## src/rtl/uart_alu_interface.sv

```systemverilog
// Bridges received UART frames to the ALU operand/operator registers and hands
// each ALU result to the UART transmitter with a start/done handshake.
module uart_alu_interface #(
    parameter int unsigned NB_DATA   = 8,
    parameter int unsigned NB_OP     = 6,
    parameter int unsigned NB_OPCODE = 2
) (
    input  logic                          i_clk,
    input  logic                          i_reset,
    input  logic                          i_rx_done,
    input  logic [NB_OPCODE+NB_DATA-1:0]  i_data,
    input  logic [NB_DATA-1:0]            i_alu_result,
    input  logic                          i_tx_done,
    output logic [NB_DATA-1:0]            o_data_a,
    output logic [NB_DATA-1:0]            o_data_b,
    output logic [NB_OP-1:0]              o_op,
    output logic [NB_DATA-1:0]            o_tx_data,
    output logic                          o_tx_start,
    output logic                          o_busy,
    output logic                          o_overrun
);

    localparam logic [NB_OPCODE-1:0] OPC_A  = NB_OPCODE'(1);
    localparam logic [NB_OPCODE-1:0] OPC_B  = NB_OPCODE'(2);
    localparam logic [NB_OPCODE-1:0] OPC_OP = NB_OPCODE'(3);

    typedef enum logic [1:0] {
        S_IDLE    = 2'd0,
        S_EXEC    = 2'd1,
        S_TX_WAIT = 2'd2
    } state_t;

    state_t                 r_state;
    state_t                 w_state_next;
    logic [NB_DATA-1:0]     r_data_a;
    logic [NB_DATA-1:0]     r_data_b;
    logic [NB_OP-1:0]       r_op;
    logic [NB_DATA-1:0]     r_tx_data;
    logic                   r_tx_start;
    logic                   r_busy;
    logic                   r_overrun;

    logic [NB_DATA-1:0]     w_data_a_next;
    logic [NB_DATA-1:0]     w_data_b_next;
    logic [NB_OP-1:0]       w_op_next;
    logic [NB_DATA-1:0]     w_tx_data_next;
    logic                   w_tx_start_next;
    logic                   w_busy_next;
    logic                   w_overrun_next;

    logic [NB_OPCODE-1:0]   w_opcode;
    logic [NB_DATA-1:0]     w_payload;
    logic                   w_op_frame;

    assign w_opcode   = i_data[NB_OPCODE+NB_DATA-1 -: NB_OPCODE];
    assign w_payload  = i_data[NB_DATA-1:0];
    assign w_op_frame = i_rx_done && (w_opcode == OPC_OP);

    // State and output registers
    always_ff @(posedge i_clk) begin
        if (i_reset) begin
            r_state    <= S_IDLE;
            r_data_a   <= '0;
            r_data_b   <= '0;
            r_op       <= '0;
            r_tx_data  <= '0;
            r_tx_start <= 1'b0;
            r_busy     <= 1'b0;
            r_overrun  <= 1'b0;
        end else begin
            r_state    <= w_state_next;
            r_data_a   <= w_data_a_next;
            r_data_b   <= w_data_b_next;
            r_op       <= w_op_next;
            r_tx_data  <= w_tx_data_next;
            r_tx_start <= w_tx_start_next;
            r_busy     <= w_busy_next;
            r_overrun  <= w_overrun_next;
        end
    end

    // Frame decode, next state and next output values
    always_comb begin
        w_state_next    = r_state;
        w_data_a_next   = r_data_a;
        w_data_b_next   = r_data_b;
        w_op_next       = r_op;
        w_tx_data_next  = r_tx_data;
        w_tx_start_next = 1'b0;
        w_overrun_next  = 1'b0;

        // Operands may be reloaded in any state; the byte in flight is already latched.
        if (i_rx_done && (w_opcode == OPC_A)) begin
            w_data_a_next = w_payload;
        end
        if (i_rx_done && (w_opcode == OPC_B)) begin
            w_data_b_next = w_payload;
        end

        case (r_state)
            S_IDLE: begin
                if (w_op_frame) begin
                    w_op_next    = w_payload[NB_OP-1:0];
                    w_state_next = S_EXEC;
                end
            end
            S_EXEC: begin
                w_overrun_next  = w_op_frame;
                w_tx_data_next  = i_alu_result;
                w_tx_start_next = 1'b1;
                w_state_next    = S_TX_WAIT;
            end
            S_TX_WAIT: begin
                w_overrun_next = w_op_frame;
                if (i_tx_done) begin
                    w_state_next = S_IDLE;
                end
            end
            default: begin
                w_state_next = S_IDLE;
            end
        endcase

        w_busy_next = (w_state_next != S_IDLE);
    end

    assign o_data_a   = r_data_a;
    assign o_data_b   = r_data_b;
    assign o_op       = r_op;
    assign o_tx_data  = r_tx_data;
    assign o_tx_start = r_tx_start;
    assign o_busy     = r_busy;
    assign o_overrun  = r_overrun;

endmodule

```

## config.mk

```make
export PLATFORM = sky130hd
export DESIGN_NAME = uart_alu_interface
export DESIGN_NICKNAME = d
export VERILOG_FILES = /design/src/rtl/uart_alu_interface.sv
export SDC_FILE = /design/constraint.sdc
export NUM_CORES = 1
export LEC_CHECK = 0
export ABC_AREA = 1
export BUFFER_PORTS_ARGS = -buffer_cell sky130_fd_sc_hd__clkbuf_2
export CAP_MARGIN = 5
export CORE_ASPECT_RATIO = 0.5
export CORE_MARGIN = 4
export CORE_UTILIZATION = 30
export DETAILED_ROUTE_END_ITERATION = 16
export GPL_ROUTABILITY_DRIVEN = 0
export MAX_ROUTING_LAYER = met4
export PLACE_DENSITY = 0.57
export SYNTH_ARGS = -nofsm -noshare
export SYNTH_HDL_FRONTEND = slang
export SYNTH_SLANG_ARGS = --single-unit
```

## constraint.sdc

```tcl
create_clock -name i_clk -period 1.4 [get_ports i_clk]
set_input_delay 0.35 -clock i_clk [delete_from_list [all_inputs] [get_ports i_clk]]
set_output_delay 0.35 -clock i_clk [all_outputs]
set_load 0.1 [all_outputs]
```

==> out/summary.txt <==
Post-synthesis instance area -> 1361 um^2
Worst EP arrival -> 900 ps
GRT Util Overall -> 12.47%
Peak fanout along the critical path -> 2
Ports -> 55
CP Capture Type -> output port
H-tree depth -> 2
Worst vdd ir -> 0.5343 mV
Ys flop type -> dfxtp_1
Class of the most critical setup path -> register to output port
Slowest stage delay, CP -> 410 ps
Fin Setup TNS -> 0 ps
Routed length per instance -> 11.55 um
Final HPWL DP -> 2.473 mm
Switching part of the total -> 33.29%
Share of layout cells above drive strength 1 -> 34.07%
Unrepaired setup endpoints after global routing -> no
Starting density of the core -> 33.01%
Post-DP Area -> 2168 um^2
Design Area, Final -> 2286 um^2
Status -> finished, final reports clean
CORE AREA -> 4124 um^2
Num CTS Buffers -> 5
Count leader, synth -> nor2_1
Post-synth top area share -> 51.47%
Syn-to-layout area delta -> 67.92%
Max-Cap Viols -> 0
Post-CTS Setup Inserts -> 0
Syn Nets -> 193
Int Power -> 1904 uW
Final min period -> 1245 ps
Die Footprint -> 5745 um^2
Comb pwr share -> 28.0%
Worst Skew -> 7.356 ps
PostCTS Resize Cnt -> 0
Clock-pin slew on the worst setup and hold paths -> 70 ps
Number of iterations in the first detailed-routing pass -> 4
Post-synthesis register bit count -> 35
Number of I/O port buffers -> 54
Crit path max-delay family -> flip-flops
Antenna violations before repair -> 0
Startpoint types -> register
Remaining antenna violation count -> 0
Top cells by area, synth -> dfxtp_1 (51%), nor2_1 (11%), nand2_1 (5.5%)
Buf/Inv on CP -> 1
First-pass GRT wire length -> 5.513 mm
Clk pwr share -> 32.9%
Reg area -> 700.7 um^2
Post-CTS Hold Buffers -> 0
CTS tree -> done
Width of the die -> 103.3 um
Synthesized instance count -> 167
Final hold violations -> 0
Multi-input gate area -> 544.3 um^2
Clock root cell -> clkbuf_8
Die Y-Extent -> 55.63 um
Core Util, Final -> 55.43%
Tcrit/Tclk final -> 88.95%
Total gr overflow -> 0
DR iter-0 viols -> 33
Number of synthesized flops with an enable pin -> 0
Setup-failing EPs final -> 0
Slowest stage cell, crit path -> dfxtp_1
Seq pwr share -> 39.0%
Async S/R FF share, synth -> 0%
Crit-path cells -> buf_12
Max Fclk -> 0.8031 GHz
Rel. slew slack -> 73.70%
Design Power -> 2854 uW
CTS max path bufs -> 2
Crit path required time -> 1050 ps
Net Sw Power -> 950.3 uW
Post-Route WL -> 3.233 mm
Largest net degree at the start of global routing -> 24
Std-Cell Rows -> 16
Number of vias per cell -> 4.429
Seq/Total Area, Yosys -> 51.47%
Min-Delay Path Class -> primary input to register
Static leakage -> 0.001044 uW
Max-slew violations -> 0
FILL cells -> 377
N_diodes -> 0
DR DRC count -> 0
Layout Nets -> 251
Synth cell types -> 17
Worst slew pin tran -> 393.6 ps
Cell taking the most area after synthesis -> dfxtp_1
Ys Warns -> 0
Syn avg cell area -> 8.152 um^2
Via Count -> 1,240
Clock sink count -> 35
Number of global-route vias before repair -> 1,255
Most instantiated cells after synthesis -> nor2_1 (39), dfxtp_1 (35), nand2_1 (20)
Power Dens Cells -> 1249 nW/um^2
Worst-Skew Late Latency -> 290 ps
-- through the flow --
step,hold slack (ps),std cells,setup WS (ps)
floorplan,422.4,167,84.42
global placement,513.8,272,143.8
detailed placement,518.8,272,143.4
CTS,255.7,280,139.7
global route,250.9,280,28.39
finish,260.7,280,154.8
-- layout by cell type, fill, tap and decap left out --
master / synthesis / routed
o21ai_2: 2 / 2
o21ai_0: 15 / 15
clkbuf_8: 0 / 6
buf_12: 0 / 33
nand3_1: 2 / 2
a21oi_2: 4 / 4
nand3_2: 1 / 1
inv_2: 1 / 1
nor2_1: 39 / 39
nand2_1: 20 / 20
clkbuf_2: 0 / 21
a21oi_1: 9 / 9
clkinv_2: 0 / 1
dfxtp_1: 35 / 35
buf_4: 0 / 3
ha_1: 4 / 4
inv_1: 17 / 17
o21ai_1: 8 / 8
nand2_2: 1 / 1
bufinv_16: 0 / 1
nor2_4: 3 / 3
-- flip-flops by register name, summed over array words and instances, names as in the netlist --
register    flops
o_data_a        8
r_state         2
o_op            6
o_tx_start      1
o_data_b        8
o_busy          1
o_overrun       1
o_tx_data       8
-- logic make-up (layout without fill, tap and decap cells) --
| logic type | after synthesis | in the layout | synth area share (%) |
|---|---|---|---|
| buffers and inverters | 24 | 83 | 8.547 |
| flip-flops | 35 | 35 | 51.47 |
| AO/OA/AOI/OAI | 38 | 38 | 15.62 |
| AND/OR/NAND/NOR | 66 | 66 | 20.68 |
| adder cells (fa/ha/maj) | 4 | 4 | 3.677 |
-- final timing paths --
| path | slack [ps] | start | cells past startpoint | end |
|---|---|---|---|---|
| setup / recovery | 150 | o_data_b[1]$_SDFFE_PP0P_ | 1 | o_data_b[1] |
| hold / removal | 260 | i_reset | 2 | o_tx_start$_SDFF_PP0_ |
| setup reg to reg | 160 | r_state[1]$_SDFF_PP0_ | 6 | o_tx_data[2]$_SDFFE_PP0N_ |
| hold reg to reg | 530 | o_op[1]$_SDFFE_PP0P_ | 2 | o_op[1]$_SDFFE_PP0P_ |
-- power by group through the flow --
| stage | sequential, uW | combinational (uW) | clock, uW |
|---|---|---|---|
| after floorplan | 1490 | 134 | 0 |
| after global placement | 1140 | 797 | 0 |
| after detailed placement | 1140 | 804 | 0 |
| after CTS | 1120 | 806 | 955 |
| after global routing | 1120 | 835 | 1010 |
| final | 1110 | 800 | 939 |
-- area by class of cell --
| cell class | instances | share of cell area (%) |
|---|---|---|
| clock inverters | 2 | 1.533 |
| repair buffers | 57 | 34.48 |
| well taps | 54 | 2.956 |
| flip-flops and latches | 35 | 30.65 |
| inverters | 18 | 2.956 |
| multi-input cells | 108 | 23.81 |
| clock buffers | 6 | 3.612 |
-- routing by layer --
layer	part of all wire, %	vias to the layer above	GRT usage [%]
li1	-	639	-
met1	43	564	14.54
met4	1.8	0	5.535
met5	0	-	-
met3	5.1	7	3.755
met2	50	30	19.78
Note: power is estimated with default switching activity, not from simulation.
